$ cat src/rtl/audio_pkg.sv
// audio_pkg: constants and helpers shared by the audio blocks.
//   I2S_SLOT_BITS  - BCLK periods per channel slot
//   I2S_FRAME_BITS - BCLK periods per stereo frame (left + right)
//   sat_signed     - clamps a signed value to the range of a w-bit signed word
package audio_pkg;

  localparam int I2S_SLOT_BITS  = 32;
  localparam int I2S_FRAME_BITS = 64;

  // Works on a 64-bit carrier so one function serves every input/output
  // width; the caller keeps only the low w bits of the result.
  function automatic logic signed [63:0] sat_signed(input logic signed [63:0] x,
                                                    input int unsigned       w);
    logic signed [63:0] hi;
    logic signed [63:0] lo;
    hi = (64'sd1 <<< (w - 1)) - 64'sd1;
    lo = -(64'sd1 <<< (w - 1));
    if (x > hi)
      sat_signed = hi;
    else if (x < lo)
      sat_signed = lo;
    else
      sat_signed = x;
  endfunction

endpackage

$ cat src/rtl/sample_fifo.sv
// sample_fifo: synchronous FIFO holding converted audio samples.
// Ports:
//   clk, rst           - clock, synchronous active-high reset (pointers only)
//   i_wr_en, i_wr_data - write strobe and data; ignored when full unless a
//                        read happens in the same cycle
//   i_rd_en            - pop strobe; ignored when empty
//   o_rd_data          - head entry (valid while o_empty is low)
//   o_full, o_empty    - occupancy flags
module sample_fifo
  import audio_pkg::*;
#(
  parameter int WIDTH = 24,
  parameter int DEPTH = 4
) (
  input  logic             clk,
  input  logic             rst,
  input  logic             i_wr_en,
  input  logic [WIDTH-1:0] i_wr_data,
  input  logic             i_rd_en,
  output logic [WIDTH-1:0] o_rd_data,
  output logic             o_full,
  output logic             o_empty
);

  localparam int AW = $clog2(DEPTH);

  logic [WIDTH-1:0] r_mem [DEPTH];
  logic [AW:0]      r_wr_ptr;
  logic [AW:0]      r_rd_ptr;
  logic             w_empty;
  logic             w_full;
  logic             w_do_rd;
  logic             w_do_wr;

  // Pointers carry one extra wrap bit to tell full from empty.
  always_comb begin
    w_empty = (r_wr_ptr == r_rd_ptr);
    w_full  = (r_wr_ptr[AW] != r_rd_ptr[AW]) &&
              (r_wr_ptr[AW-1:0] == r_rd_ptr[AW-1:0]);
    w_do_rd = i_rd_en && !w_empty;
    // A read in the same cycle frees a slot, so a full FIFO can still accept.
    w_do_wr = i_wr_en && (!w_full || w_do_rd);
  end

  always_ff @(posedge clk) begin
    if (rst) begin
      r_wr_ptr <= '0;
      r_rd_ptr <= '0;
    end else begin
      if (w_do_wr)
        r_wr_ptr <= r_wr_ptr + (AW+1)'(1);
      if (w_do_rd)
        r_rd_ptr <= r_rd_ptr + (AW+1)'(1);
    end
  end

  always_ff @(posedge clk) begin
    if (w_do_wr)
      r_mem[r_wr_ptr[AW-1:0]] <= i_wr_data;
  end

  assign o_rd_data = r_mem[r_rd_ptr[AW-1:0]];
  assign o_full    = w_full;
  assign o_empty   = w_empty;

endmodule

$ cat src/rtl/i2s_tx.sv
// i2s_tx: mono-to-stereo I2S transmitter.
// Samples are saturated to SAMPLE_WIDTH on write, queued in sample_fifo, and
// sent MSB first on both channels of each 64-BCLK frame with the standard
// one-BCLK MSB delay and zero padding to the 32-bit slot.
// Ports:
//   clk, rst         - clock, synchronous active-high reset
//   sample_in        - signed DATA_WIDTH-bit mono sample
//   sample_in_valid  - single-cycle write strobe, no backpressure
//   i2s_bclk         - bit clock (clk / BCLK_DIV); data changes on its fall
//   i2s_lrclk        - word select, 0 = left, 1 = right
//   i2s_sdata        - serial data
//   overflow         - sticky, set when a write is dropped on a full FIFO
//   underrun         - one-cycle pulse when a frame starts with the FIFO empty
//   underrun_count   - saturating 16-bit underrun counter, present only when
//                      I2S_TX_UNDERRUN_CNT_EN is defined
module i2s_tx
  import audio_pkg::*;
#(
  parameter int DATA_WIDTH   = 32,
  parameter int SAMPLE_WIDTH = 24,
  parameter int BCLK_DIV     = 8,
  parameter int FIFO_DEPTH   = 4
) (
  input  logic                         clk,
  input  logic                         rst,
  input  logic signed [DATA_WIDTH-1:0] sample_in,
  input  logic                         sample_in_valid,
  output logic                         i2s_bclk,
  output logic                         i2s_lrclk,
  output logic                         i2s_sdata,
  output logic                         overflow,
`ifdef I2S_TX_UNDERRUN_CNT_EN
  output logic                         underrun,
  output logic [15:0]                  underrun_count
`else
  output logic                         underrun
`endif
);

  localparam int DIV_W = $clog2(BCLK_DIV);
  localparam int BIT_W = $clog2(I2S_FRAME_BITS);
  localparam int POS_W = $clog2(I2S_SLOT_BITS);
  localparam int IDX_W = $clog2(SAMPLE_WIDTH);
  localparam logic [DIV_W-1:0] DIV_LAST = DIV_W'(BCLK_DIV - 1);
  localparam logic [DIV_W-1:0] DIV_HALF = DIV_W'(BCLK_DIV / 2);

  logic [DIV_W-1:0]        r_div_cnt;
  logic [BIT_W-1:0]        r_bit_cnt;
  logic                    r_bclk;
  logic                    r_lrclk;
  logic                    r_sdata;
  logic                    r_overflow;
  logic                    r_underrun;
  logic [SAMPLE_WIDTH-1:0] r_sh_l;
  logic [SAMPLE_WIDTH-1:0] r_sh_r;

  logic [DIV_W-1:0]        w_div_nxt;
  logic                    w_tick;
  logic [BIT_W-1:0]        w_bit_nxt;
  logic [POS_W-1:0]        w_pos;
  logic                    w_frame_start;
  logic                    w_pop;
  logic                    w_fifo_wr;
  logic                    w_fifo_full;
  logic                    w_fifo_empty;
  logic [SAMPLE_WIDTH-1:0] w_fifo_wr_data;
  logic [SAMPLE_WIDTH-1:0] w_fifo_rd_data;
  logic [SAMPLE_WIDTH-1:0] w_sh_sel;
  logic [IDX_W-1:0]        w_idx;
  logic                    w_pos_live;
  logic                    w_sd_nxt;

  // ---- input stage: saturate and queue ----
  assign w_fifo_wr_data = SAMPLE_WIDTH'(sat_signed(64'(sample_in), SAMPLE_WIDTH));

  sample_fifo #(
    .WIDTH (SAMPLE_WIDTH),
    .DEPTH (FIFO_DEPTH)
  ) u_fifo (
    .clk       (clk),
    .rst       (rst),
    .i_wr_en   (w_fifo_wr),
    .i_wr_data (w_fifo_wr_data),
    .i_rd_en   (w_pop),
    .o_rd_data (w_fifo_rd_data),
    .o_full    (w_fifo_full),
    .o_empty   (w_fifo_empty)
  );

  // ---- timing and serializer select ----
  always_comb begin
    w_tick        = (r_div_cnt == DIV_LAST);
    w_div_nxt     = w_tick ? '0 : r_div_cnt + DIV_W'(1);
    w_bit_nxt     = r_bit_cnt + BIT_W'(1);
    w_pos         = w_bit_nxt[POS_W-1:0];
    w_frame_start = w_tick && (w_bit_nxt == '0);
    // The pop happens before the write is seen, so a write landing on an
    // empty FIFO at frame start waits for the next frame.
    w_pop         = w_frame_start && !w_fifo_empty;
    w_fifo_wr     = sample_in_valid && (!w_fifo_full || w_pop);
    // Slot position 0 is the one-BCLK delay; positions past the sample are pad.
    w_pos_live    = (w_pos != '0) && (32'(w_pos) <= 32'(SAMPLE_WIDTH));
    w_idx         = IDX_W'(SAMPLE_WIDTH - int'(w_pos));
    w_sh_sel      = w_bit_nxt[BIT_W-1] ? r_sh_r : r_sh_l;
    w_sd_nxt      = w_pos_live ? w_sh_sel[w_idx] : 1'b0;
  end

  // ---- output stage ----
  always_ff @(posedge clk) begin
    if (rst) begin
      r_div_cnt  <= '0;
      r_bit_cnt  <= '1;
      r_bclk     <= 1'b0;
      r_lrclk    <= 1'b0;
      r_sdata    <= 1'b0;
      r_overflow <= 1'b0;
      r_underrun <= 1'b0;
      r_sh_l     <= '0;
      r_sh_r     <= '0;
    end else begin
      r_div_cnt  <= w_div_nxt;
      r_bclk     <= (w_div_nxt >= DIV_HALF);
      r_underrun <= w_frame_start && w_fifo_empty;
      if (sample_in_valid && !w_fifo_wr)
        r_overflow <= 1'b1;
      if (w_tick) begin
        r_bit_cnt <= w_bit_nxt;
        r_lrclk   <= w_bit_nxt[BIT_W-1];
        r_sdata   <= w_sd_nxt;
      end
      if (w_frame_start) begin
        r_sh_l <= w_pop ? w_fifo_rd_data : '0;
        r_sh_r <= w_pop ? w_fifo_rd_data : '0;
      end
    end
  end

`ifdef I2S_TX_UNDERRUN_CNT_EN
  logic [15:0] r_ur_cnt;

  always_ff @(posedge clk) begin
    if (rst)
      r_ur_cnt <= '0;
    else if (w_frame_start && w_fifo_empty && (r_ur_cnt != 16'hFFFF))
      r_ur_cnt <= r_ur_cnt + 16'd1;
  end

  assign underrun_count = r_ur_cnt;
`endif

  assign i2s_bclk  = r_bclk;
  assign i2s_lrclk = r_lrclk;
  assign i2s_sdata = r_sdata;
  assign overflow  = r_overflow;
  assign underrun  = r_underrun;

endmodule
$ cat config.mk
export PLATFORM = sky130hd
export DESIGN_NAME = i2s_tx
export DESIGN_NICKNAME = d
export VERILOG_FILES = /design/src/rtl/audio_pkg.sv /design/src/rtl/sample_fifo.sv /design/src/rtl/i2s_tx.sv
export SDC_FILE = /design/constraint.sdc
export NUM_CORES = 1
export LEC_CHECK = 0
export BUFFER_PORTS_ARGS = -buffer_cell sky130_fd_sc_hd__buf_2
export CAP_MARGIN = 20
export CORE_MARGIN = 5
export CORE_UTILIZATION = 35
export CTS_CLUSTER_SIZE = 12
export DETAILED_ROUTE_END_ITERATION = 6
export PLACE_DENSITY_LB_ADDON = 0.25
export SETUP_SLACK_MARGIN = 0.3
export SYNTH_ARGS = -nofsm -noshare
export SYNTH_HDL_FRONTEND = slang
export SYNTH_HIERARCHICAL = 1
export SYNTH_SLANG_ARGS = --single-unit
$ cat constraint.sdc
create_clock -name clk -period 5.9 [get_ports clk]
set_input_delay 1.18 -clock clk [delete_from_list [all_inputs] [get_ports clk]]
set_output_delay 1.18 -clock clk [all_outputs]
set_load 0.005 [all_outputs]
Word-level counts from Yosys, hierarchy flattened
Memory sizes are Yosys's and may differ from the RTL's. A register that Yosys moved wholly into a read port is not among the register bits.
Cells that the tools add are included.
- bits in read-only memories: 0
- word-level logic and storage cells: 52
- bits in registers: 44
- output and inout bits: 5
- memories kept: 1
- input bits: 35
- latch bits: 0
- bits in writable memories: 96
- memory list (memory ; depth ; bits a word ; read ports ; clocked after Yosys merged registers in ; write ports ; line ; source):
    u_fifo.r_mem ; 4 ; 24 ; 1 ; 1 ; 1 ; sample_fifo.sv:27 ; logic [WIDTH-1:0] r_mem [DEPTH];
- reductions and logical operators: 16
- magnitude comparators: 5
- $mul: 0
- bitwise operators: 0
- multiplexer cells: 11
- shift operators: 0
- equality and inequality tests: 4
- divide/modulo/power cells: 0
- add/sub/neg operators: 5
- operators with widths (cell ; number):
    2-to-1 mux 24 bit ; 3
    greater-than comparator 32 x 24 -> 1 bit (second input constant) ; 1
    < comparator 32 x 24 -> 1 bit (second input constant) ; 1
    adder 3 x 1 -> 3 bit (second input constant) ; 3
    logical AND 1 bit ; 9
    adder 6 x 1 -> 6 bit (second input constant) ; 1
    logical NOT 6 bit ; 1
    < comparator 5 x 6 -> 1 bit (second input constant) ; 1
    binary-select mux 1 bit (select 5 bit) ; 1
    less-or-equal comparator 5 bit (second input constant) ; 1
    nonzero test 5 bit ; 1
    subtractor 5 bit (first input constant) ; 1
    2-to-1 mux 1 bit ; 4
    2-to-1 mux 2 bit ; 2
    == test 3 bit ; 1
    == test 3 bit (second input constant) ; 1
    greater-or-equal comparator 3 bit (second input constant) ; 1
    logical NOT 1 bit ; 3
    2-to-1 mux 3 bit ; 1
    == test 2 bit ; 1
    logical OR 1 bit ; 2
    inequality test 1 bit ; 1

Logic depth before layout (Yosys ltp)
Gate-level depths: netlist of the first run.
- word-level depth: 9
- depth in mapped cells: 10
- mapped depth without buffers: 9

By module
The synthesis of the first run kept the hierarchy.
- by module, submodules not included (module ; cells each ; sequential area each (sq um) ; area each (sq um) ; instances):
    sample_fifo ; 181 ; 3042.9 ; 4006.3 ; 1
    i2s_tx ; 239 ; 740.7 ; 2075.7 ; 1

Worst setup path before layout of the first run
Ideal clock, no wire load.
- kind: register -> register
- from: register r_bit_cnt[1]
- to: register u_fifo.r_wr_ptr[2]
- arrival time: 2821 ps
- stages on the path, launching flop included: 11
- period minus slack after synthesis: 2946 ps
- required time: 5775 ps
- path slack: 2954 ps
- library setup time: 125 ps
- path buffers: 2
- cells stage by stage: dfxtp_1 buf_2 a211o_1 a21oi_2 and4_1 buf_4 nand2b_1 a21boi_0 nand2_1 a41oi_2 mux2_1
- word-level cells in the longest chain between the ends: 7
- elaborated cells between the ends (all ways): 9
- those cells by class: add/sub (1); reduce/logical (8)
- ends and longest elaborated chain (item ; line ; source):
    start, declared ; i2s_tx.sv:48 ; logic [BIT_W-1:0] r_bit_cnt;
    start signal, assigned ; i2s_tx.sv:127 ; r_bit_cnt <= w_bit_nxt;
    adder 6 x 1 -> 6 bit ; i2s_tx.sv:94 ; w_bit_nxt = r_bit_cnt + BIT_W'(1);
    logical NOT 6 bit ; i2s_tx.sv:96 ; w_frame_start = w_tick && (w_bit_nxt == '0);
    logical AND 1 bit ; i2s_tx.sv:96 ;
    logical AND 1 bit ; i2s_tx.sv:99 ; w_pop = w_frame_start && !w_fifo_empty;
    logical OR 1 bit ; i2s_tx.sv:100 ; w_fifo_wr = sample_in_valid && (!w_fifo_full || w_pop);
    logical AND 1 bit ; i2s_tx.sv:100 ;
    via w_fifo_wr ; i2s_tx.sv:63 ; logic w_fifo_wr;
    logical AND 1 bit ; sample_fifo.sv:42 ; w_do_wr = i_wr_en && (!w_full || w_do_rd);
    end signal, assigned ; sample_fifo.sv:51 ; r_wr_ptr <= r_wr_ptr + (AW+1)'(1);
    end, declared ; sample_fifo.sv:28 ; logic [AW:0] r_wr_ptr;
The timed path passes the listed nets, and every way through them passes these cells.
A chain may end at the register's enable or synchronous reset.

Worst setup path after layout of the first run
- from: register r_bit_cnt[0]
- to: memory u_fifo.r_mem[1][20] (enable)
- word-level cells in the longest chain between the ends: 9
- elaborated cells between the ends (all ways): 11
- those cells by class: add/sub (1); mux (2); reduce/logical (8)
- ends and longest elaborated chain (item ; line ; source):
    adder 6 x 1 -> 6 bit ; i2s_tx.sv:94 ;
    logical NOT 6 bit ; i2s_tx.sv:96 ;
    logical AND 1 bit ; i2s_tx.sv:96 ;
    logical AND 1 bit ; i2s_tx.sv:99 ;
    logical OR 1 bit ; i2s_tx.sv:100 ;
    logical AND 1 bit ; i2s_tx.sv:100 ;
    via w_fifo_wr ; i2s_tx.sv:63 ;
    logical AND 1 bit ; sample_fifo.sv:42 ;
    2-to-1 mux 1 bit ; sample_fifo.sv:58 ; if (w_do_wr)
    2-to-1 mux 1 bit (implied by the code) ; sample_fifo.sv:59 ; r_mem[r_wr_ptr[AW-1:0]] <= i_wr_data;
    end, declared ; sample_fifo.sv:27 ;
The timed path passes the listed nets, and every way through them passes these cells.

==> summary.md, run 1 <==
| Metric | Value |
|---|---|
| Status | `finished clean` |
| Net switching power | `just over 0.5 mW` |
| Inserted Diodes | `0` |
| Max Transition Viols Final | `0` |
| Clock power frac | `between 40 and 50%` |
| # setup viols final | `0` |
| Comb power frac | `6.2%` |
| Minimum clock period | `4.04 ns` |
| Yosys top cell area share | `a little under half` |
| Worst-skew pair later-pin latency | `0.41 ns` |
| Peak supply drop | `~0.2 mV` |
| Gate Count Post-Synth | `between 400 and 500` |
| Final hold viol count | `0` |
| Slowest cell on crit path | `and4_1` |
| Internal | `roughly 1.8 mW` |
| Gr ovfl total | `0` |
| Reported max-cap violation count | `0` |
| WL per Instance | `16.6 um` |
| Leading cell types by count after synthesis | `edfxtp_1 (96), dfxtp_1 (45), nand2_1 (33), mux4_2 (30), a21oi_1 (28)` |
| Ys Warns | `6` |
| I/O pin cnt | `40` |
| I/O Buffers | `39` |
| Fin cells | `693` |
| First-pass GRT wire length | `roughly 19 mm` |
| Placer congestion estimate | `~0.73` |
| CP Class | `flip-flop to flip-flop` |
| CP required | `5.98 ns` |
| RSZ-0062 raised after global routing | `no` |
| Mapped Nets | `around 460` |
| Worst Path Buf+Inv | `2` |
| Clk buf depth | `2` |
| Via count | `between 3k and 4k` |
| Met2 usage | `19.1%` |
| Die ar. | `20100 sq um` |
| Iteration-0 DRC Markers | `150` |
| CTS Hold Bufs | `0` |
| Async SR Flop Fraction | `0%` |
| Startpoint Class | `flip-flop` |
| Final wirelength | `between 10 and 15 mm` |
| Yosys reg bits | `141` |
| CTS buffer count | `17` |
| PostCTS Resize Cnt | `0` |
| Post-synth EDFFs | `96` |
| Met3 Resource Use GR | `under 10%` |
| Worst Setup End Kind | `flip-flop` |
| Pre-CTS WS | `1.84 ns` |
| Row count | `between 40 and 50` |
| Seq/Total Area, Yosys | `between 60% and 70%` |
| Crit-path cells | `ha_1 > nand2_1 > a21oi_2 > and4_1 > nand2b_1 > a21boi_0 > inv_1 > a41oi_2 > and2_1 > buf_4` |
| Die H | `142 um` |
| Sink Count | `between 100 and 150` |
| Cell taking the most area after synthesis | `edfxtp_1` |
| H-Tree Depth | `4` |
| Layout cell share with drive strength beyond 1 | `about a quarter` |
| Synth-to-Final Area Change | `15.8%` |
| Maximum achievable frequency | `~250 MHz` |
| Initial Utilization | `approximately 35%` |
| Via density per instance | `4.99` |
| Global-route track usage on met1 | `between 10% and 20%` |
| Slew HR | `between 40% and 50%` |
| Synthesized area | `6080 sq um` |
| PwrDens | `between 300 and 400 nW/um^2` |
| Placed Cells | `660` |
| Clock skew | `between 0.009 and 0.01 ns` |
| CP Data Arrival Time | `between 4 and 5 ns` |
| Number of global-route vias before repair | `around 3.6k` |
| Top Usage Layer GRT | `met2` |
| CTS tree | `built` |
| Switching fraction of total power | `22.5%` |
| Slew @ Worst Pin | `roughly 0.88 ns` |
| Total power | `2.26 mW` |
| Layout Nets | `between 400 and 500` |
| Root Buffer | `clkbuf_16` |
| Chip width | `142 um` |
| Count leader, synth | `edfxtp_1` |
| DRT Pass-1 Iters | `4` |
| Total setup buffers inserted after CTS | `0` |
| Top_reg_cell synth | `edfxtp_1` |
| Estimated wirelength of the detail-placed design | `around 7.3 mm` |
| HP Class | `flip-flop to flip-flop` |
| Reg power frac | `about half` |
| Drt drc | `0` |
| Crit path largest cell delay | `roughly 0.80 ns` |
| Pin count of the biggest net entering global routing | `between 50 and 60` |
| Period Utilization, post-route | `roughly two thirds` |
| Initial antenna violation count | `0` |
| Crit Path Max Fanout | `25` |
| Antenna-violating nets left | `0` |
| Final core utilization | `approximately 41%` |
| Setup total negative slack | `0 ns` |
| Worst-path clk slew | `around 0.060 ns` |
| CP top delay family | `simple AND/OR/NAND/NOR gates` |
| Total core area | `17200 sq um` |
| Setup slack after layout | `~1.9 ns` |
| P_leak | `2.44 nW` |
| Synth area leaders | `edfxtp_1 (47%), dfxtp_1 (15%), mux4_2 (11%)` |
| Syn Area/Cell | `between 10 and 15 sq um` |
| Post-synth cell types | `between 50 and 60` |
| GRT Total Usage | `between 10% and 20%` |
-- layer usage --
metal	part of all wire, %	up-vias
li1	-	1677
met1	48	1718
met2	47	56
met3	3.2	10
met4	1.4	0
met5	0	-
-- power groups by stage --
| stage | clock network (mW) | logic, mW | registers, mW |
|---|---|---|---|
| after floorplan | 0 | 0.0932 | 1.13 |
| after global placement | 0 | 0.137 | 1.13 |
| after detailed placement | 0 | 0.141 | 1.14 |
| after CTS | 1.03 | 0.141 | 1.11 |
| after global routing | 1.08 | 0.156 | 1.12 |
| final | 1.00 | 0.141 | 1.11 |
-- path summary, 6_finish.rpt --
| kind | start | to | slack [ns] | depth (start not counted) |
|---|---|---|---|---|
| worst max-delay path | r_bit_cnt[0] | u_fifo/r_mem[1][20] | 1.86 | 10 |
| worst min-delay path | r_div_cnt[0] | r_div_cnt[0] | 0.43 | 1 |
| worst max register to register | r_bit_cnt[0] | u_fifo/r_mem[1][20] | 1.86 | 10 |
| worst min register to register | r_div_cnt[0] | r_div_cnt[0] | 0.43 | 1 |
-- final cells by class --
class	count	area (sq um)
multi-input cells	241	2120
well taps	225	282
clock inverters	13	131
fillers	1624	10100
flip-flops and latches	141	3780
clock buffers	18	429
inverters	7	26.3
repair buffers	48	270
-- metrics by stage --
| step | instance area, sq um | hold slack [ns] |
|---|---|---|
| after floorplan | 6080 | 0.404 |
| after global placement | 6460 | 0.412 |
| after detailed placement | 6460 | 0.423 |
| after CTS | 7020 | 0.433 |
| after global routing | 7040 | 0.463 |
| final | 7040 | 0.427 |
-- registers in the layout (all words and copies together), names as in the netlist, named ones only --
signal	count
u_fifo/r_mem	96
r_sh_r	24
r_bit_cnt	6
r_div_cnt	3
u_fifo/r_rd_ptr	3
u_fifo/r_wr_ptr	3
i2s_lrclk	1
i2s_sdata	1
overflow	1
underrun	1
-- cells in the final DEF (no fill, tap or decap), types with 8 or more instances in the layout --
cell type / netlist / final
clkbuf_16: 0 / 17
buf_4: 3 / 8
mux4_2: 30 / 30
dfxtp_1: 45 / 45
ha_1: 8 / 8
a21o_1: 23 / 23
nand2b_1: 11 / 11
nand2_1: 33 / 33
nand3b_1: 25 / 25
nor2_1: 11 / 11
a21oi_1: 28 / 27
buf_2: 10 / 39
edfxtp_1: 96 / 96
-- kinds of logic (layout without fill, tap and decap cells) --
group | count (synthesis) | after routing | synth area share (%)
AOI/OAI and AO/OA | 74 | 74 | 8.45
xor gates and xnor gates | 9 | 9 | 1.67
adders and majority gates | 8 | 8 | 1.65
buffers and inverters | 38 | 86 | 3.00
DFF | 141 | 141 | 62.2
muxes | 37 | 37 | 12.4
and+or+nand+nor | 113 | 113 | 10.6
-- worst register-to-register path: cells and delay by family, from the launching register on --
family | cells | cell delay (ns)
fa+ha+maj | 1 | 0.39
buf+inv | 2 | 0.41
simple gates | 4 | 1.32
flops | 1 | 0.76
compound gates | 3 | 0.81
(Power assumes the default switching activity.)
==> run 2: changes to the inputs <==
- clock period: 5.9 -> 3.8 ns (I/O delays scaled with it)
==> run 2 against run 1 <==
  * Count of clock-buffer cells in the layout shrank 1
  * Worst hold slack gained 0.0038 ns
  * Critical endpoint is now u_fifo/r_mem[2][15]
  * Global-route usage increased by 0.14 points
  * Critical path type unchanged
  * Routed wire length rose by 1.4%
  * Combinational power increased by 55%
  * Design area rose by 0.21%
  * Register-to-register slack worse by 1.1 ns
  * Sequential share of layout area down 0.11 points
  * Fmax increased by 33%
  * Setup slack worse by 1.1 ns
  * Non-clock buffer count is 2 higher
  * Clock power grew 57%
==> summary.md, run 2 (synthesis gave the netlist of run 1 again) <==
| Metric | Value |
|---|---|
| Status | `finished clean (unchanged)` |
| Fin cells | `696 (was 693)` |
| Hold Slack | `0.431 ns (was 0.427 ns)` |
| Number of global-route vias before repair | `3635 (was 3571)` |
| Initial Utilization | `35.4% (unchanged)` |
| Sink Count | `141 (unchanged)` |
| Total core area | `17200 sq um (unchanged)` |
| PwrDens | `498 nW/um^2 (was 321 nW/um^2)` |
| First-pass GRT wire length | `19.4 mm (was 19.1 mm)` |
| Clk buf depth | `2 (unchanged)` |
| Commonest non-fill, non-tap cell in the layout | `edfxtp_1 (unchanged)` |
| WL per Instance | `16.7 um (was 16.6 um)` |
| Total power | `3.51 mW (was 2.26 mW)` |
| Worst-path clk slew | `0.06 ns (about the same)` |
| Minimum clock period | `3.03 ns (was 4.04 ns)` |
| P_leak | `2.45 nW (was 2.44 nW)` |
| CTS buffer count | `17 (unchanged)` |
| Row count | `48 (unchanged)` |
| Via density per instance | `5.02 (was 4.99)` |
| DRT Pass-1 Iters | `4 (unchanged)` |
| Die ar. | `20100 sq um (unchanged)` |
| CTS tree | `built (unchanged)` |
| Crit path launch | `r_bit_cnt[1] (was r_bit_cnt[0])` |
| Total setup buffers inserted after CTS | `0 (unchanged)` |
| Drt drc | `0 (unchanged)` |
| Maximum achievable frequency | `331 MHz (was 248 MHz)` |
| RSZ-0062 raised after global routing | `no (unchanged)` |
| I/O pin cnt | `40 (unchanged)` |
| Placed Cells | `663 (was 660)` |
| CP Data Arrival Time | `3.10 ns (was 4.11 ns)` |
| Worst Setup End Kind | `flip-flop (unchanged)` |
| CP required | `3.87 ns (was 5.98 ns)` |
| Crit Path Max Fanout | `24 (was 25)` |
| Layout cell share with drive strength beyond 1 | `26.1% (was 25.4%)` |
| Highest-count cells in the layout ignoring fill and taps | `edfxtp_1 (96), dfxtp_1 (45), buf_2 (39) (unchanged)` |
| Antenna-violating nets left | `0 (unchanged)` |
| Capture point of the worst reg-to-reg path | `u_fifo/r_mem[2][15] (was u_fifo/r_mem[1][20])` |
| Final wirelength | `11.6 mm (was 11.5 mm)` |
| Setup total negative slack | `0 ns (unchanged)` |
| GRT Total Usage | `12.5% (was 12.3%)` |
| Synth-to-Final Area Change | `16.0% (was 15.8%)` |
| CP Class | `flip-flop to flip-flop (unchanged)` |
| Period Utilization, post-route | `79.6% (was 68.4%)` |
| CTS Hold Bufs | `0 (unchanged)` |
| Final hold viol count | `0 (unchanged)` |
| Initial antenna violation count | `0 (unchanged)` |
| Root Buffer | `clkbuf_16 (unchanged)` |
| Inserted Diodes | `0 (unchanged)` |
| Max Transition Viols Final | `0 (unchanged)` |
| I/O Buffers | `39 (unchanged)` |
| Placer congestion estimate | `0.733 (was 0.734)` |
| Chip width | `142 um (unchanged)` |
| PostCTS Resize Cnt | `0 (unchanged)` |
| Worst Reg-to-Reg Cells | `10 (unchanged)` |
| Reported max-cap violation count | `0 (unchanged)` |
| Die H | `142 um (unchanged)` |
| # setup viols final | `0 (unchanged)` |
| Pin count of the biggest net entering global routing | `52 (unchanged)` |
| Worst reg-to-reg setup slack | `0.77 ns (was 1.86 ns)` |
| Max reg flops | `96 (unchanged)` |
| Layout fillers | `1588 (was 1624)` |
| Estimated wirelength of the detail-placed design | `7.52 mm (was 7.33 mm)` |
| Startpoint Class | `flip-flop (unchanged)` |
| Via count | `3495 (was 3461)` |
| Reg2reg start | `r_bit_cnt[1] (was r_bit_cnt[0])` |
| Slew @ Worst Pin | `0.862 ns (was 0.881 ns)` |
| Critical Path Sink | `u_fifo/r_mem[2][15] (was u_fifo/r_mem[1][20])` |
| Gr ovfl total | `0 (unchanged)` |
| Peak supply drop | `0.311 mV (was 0.203 mV)` |
| H-Tree Depth | `4 (unchanged)` |
| Layout Nets | `501 (was 499)` |
| Slew HR | `42.5% (was 41.2%)` |
| Clock skew | `0.0127 ns (was 0.00976 ns)` |
| Iteration-0 DRC Markers | `165 (was 150)` |
| HP Class | `flip-flop to flip-flop (unchanged)` |
| Worst-skew pair later-pin latency | `0.42 ns (was 0.41 ns)` |
run 2: area by class of cell:
| class | instances | area [sq um] | area share (%) |
|---|---|---|---|
| Timing Repair Buffer | 50 | 282 | 3.99 |
| Multi-Input combinational cell | 241 | 2120 | 30.0 |
| Clock buffer | 17 | 425 | 6.03 |
| Clock inverter | 15 | 139 | 1.97 |
| Sequential cell | 141 | 3780 | 53.6 |
| Inverter | 7 | 26.3 | 0.372 |
| Tap cell | 225 | 282 | 3.99 |
run 2: worst max-delay path, stage by stage, from the launching register on:
cell,delay [ns]
dfxtp_1,0.50
ha_1,0.33
nand2_1,0.11
a21oi_2,0.20
and4_1,0.24
nand2b_1,0.09
a21boi_0,0.30
inv_1,0.09
a41oi_2,0.29
and2_1,0.18
buf_4,0.34
run 2: worst min path at each step:
stage,from,to,depth (start not counted),slack [ns]
after CTS,r_div_cnt[0],r_div_cnt[0],1,0.44
after floorplan,r_div_cnt[0],r_div_cnt[0],1,0.40
final,r_div_cnt[0],r_div_cnt[0],1,0.43
after global placement,r_div_cnt[0],r_div_cnt[0],1,0.41
after global routing,r_div_cnt[0],r_div_cnt[0],1,0.46
after detailed placement,r_div_cnt[0],r_div_cnt[0],1,0.43
run 2: routing by layer:
layer  vias up  part of all wire (%)  GRT usage [%]
li1       1676                     -              -
met1      1730                    46           16.5
met2        73                    49           20.1
met3        16                   3.4           2.80
met4         0                   1.7           5.00
met5         -                     0              0
run 2: through the flow:
| stage | setup WS [ns] | cell area, sq um | util [%] |
|---|---|---|---|
| after global routing | 0.417 | 7060 | 41.1 |
| after detailed placement | 0.789 | 6480 | 37.7 |
| final | 0.775 | 7060 | 41.1 |
| after CTS | 0.776 | 7050 | 41.0 |
| after global placement | 0.869 | 6480 | 37.7 |
| after floorplan | 0.854 | 6080 | - |
run 2: where the power goes:
part	leakage [nW]	switching (mW)	internal [mW]	total (mW)
sequential	1.23	0.0174	1.71	1.73
combinational	0.946	0.124	0.0942	0.218
clock	0.268	0.657	0.909	1.57
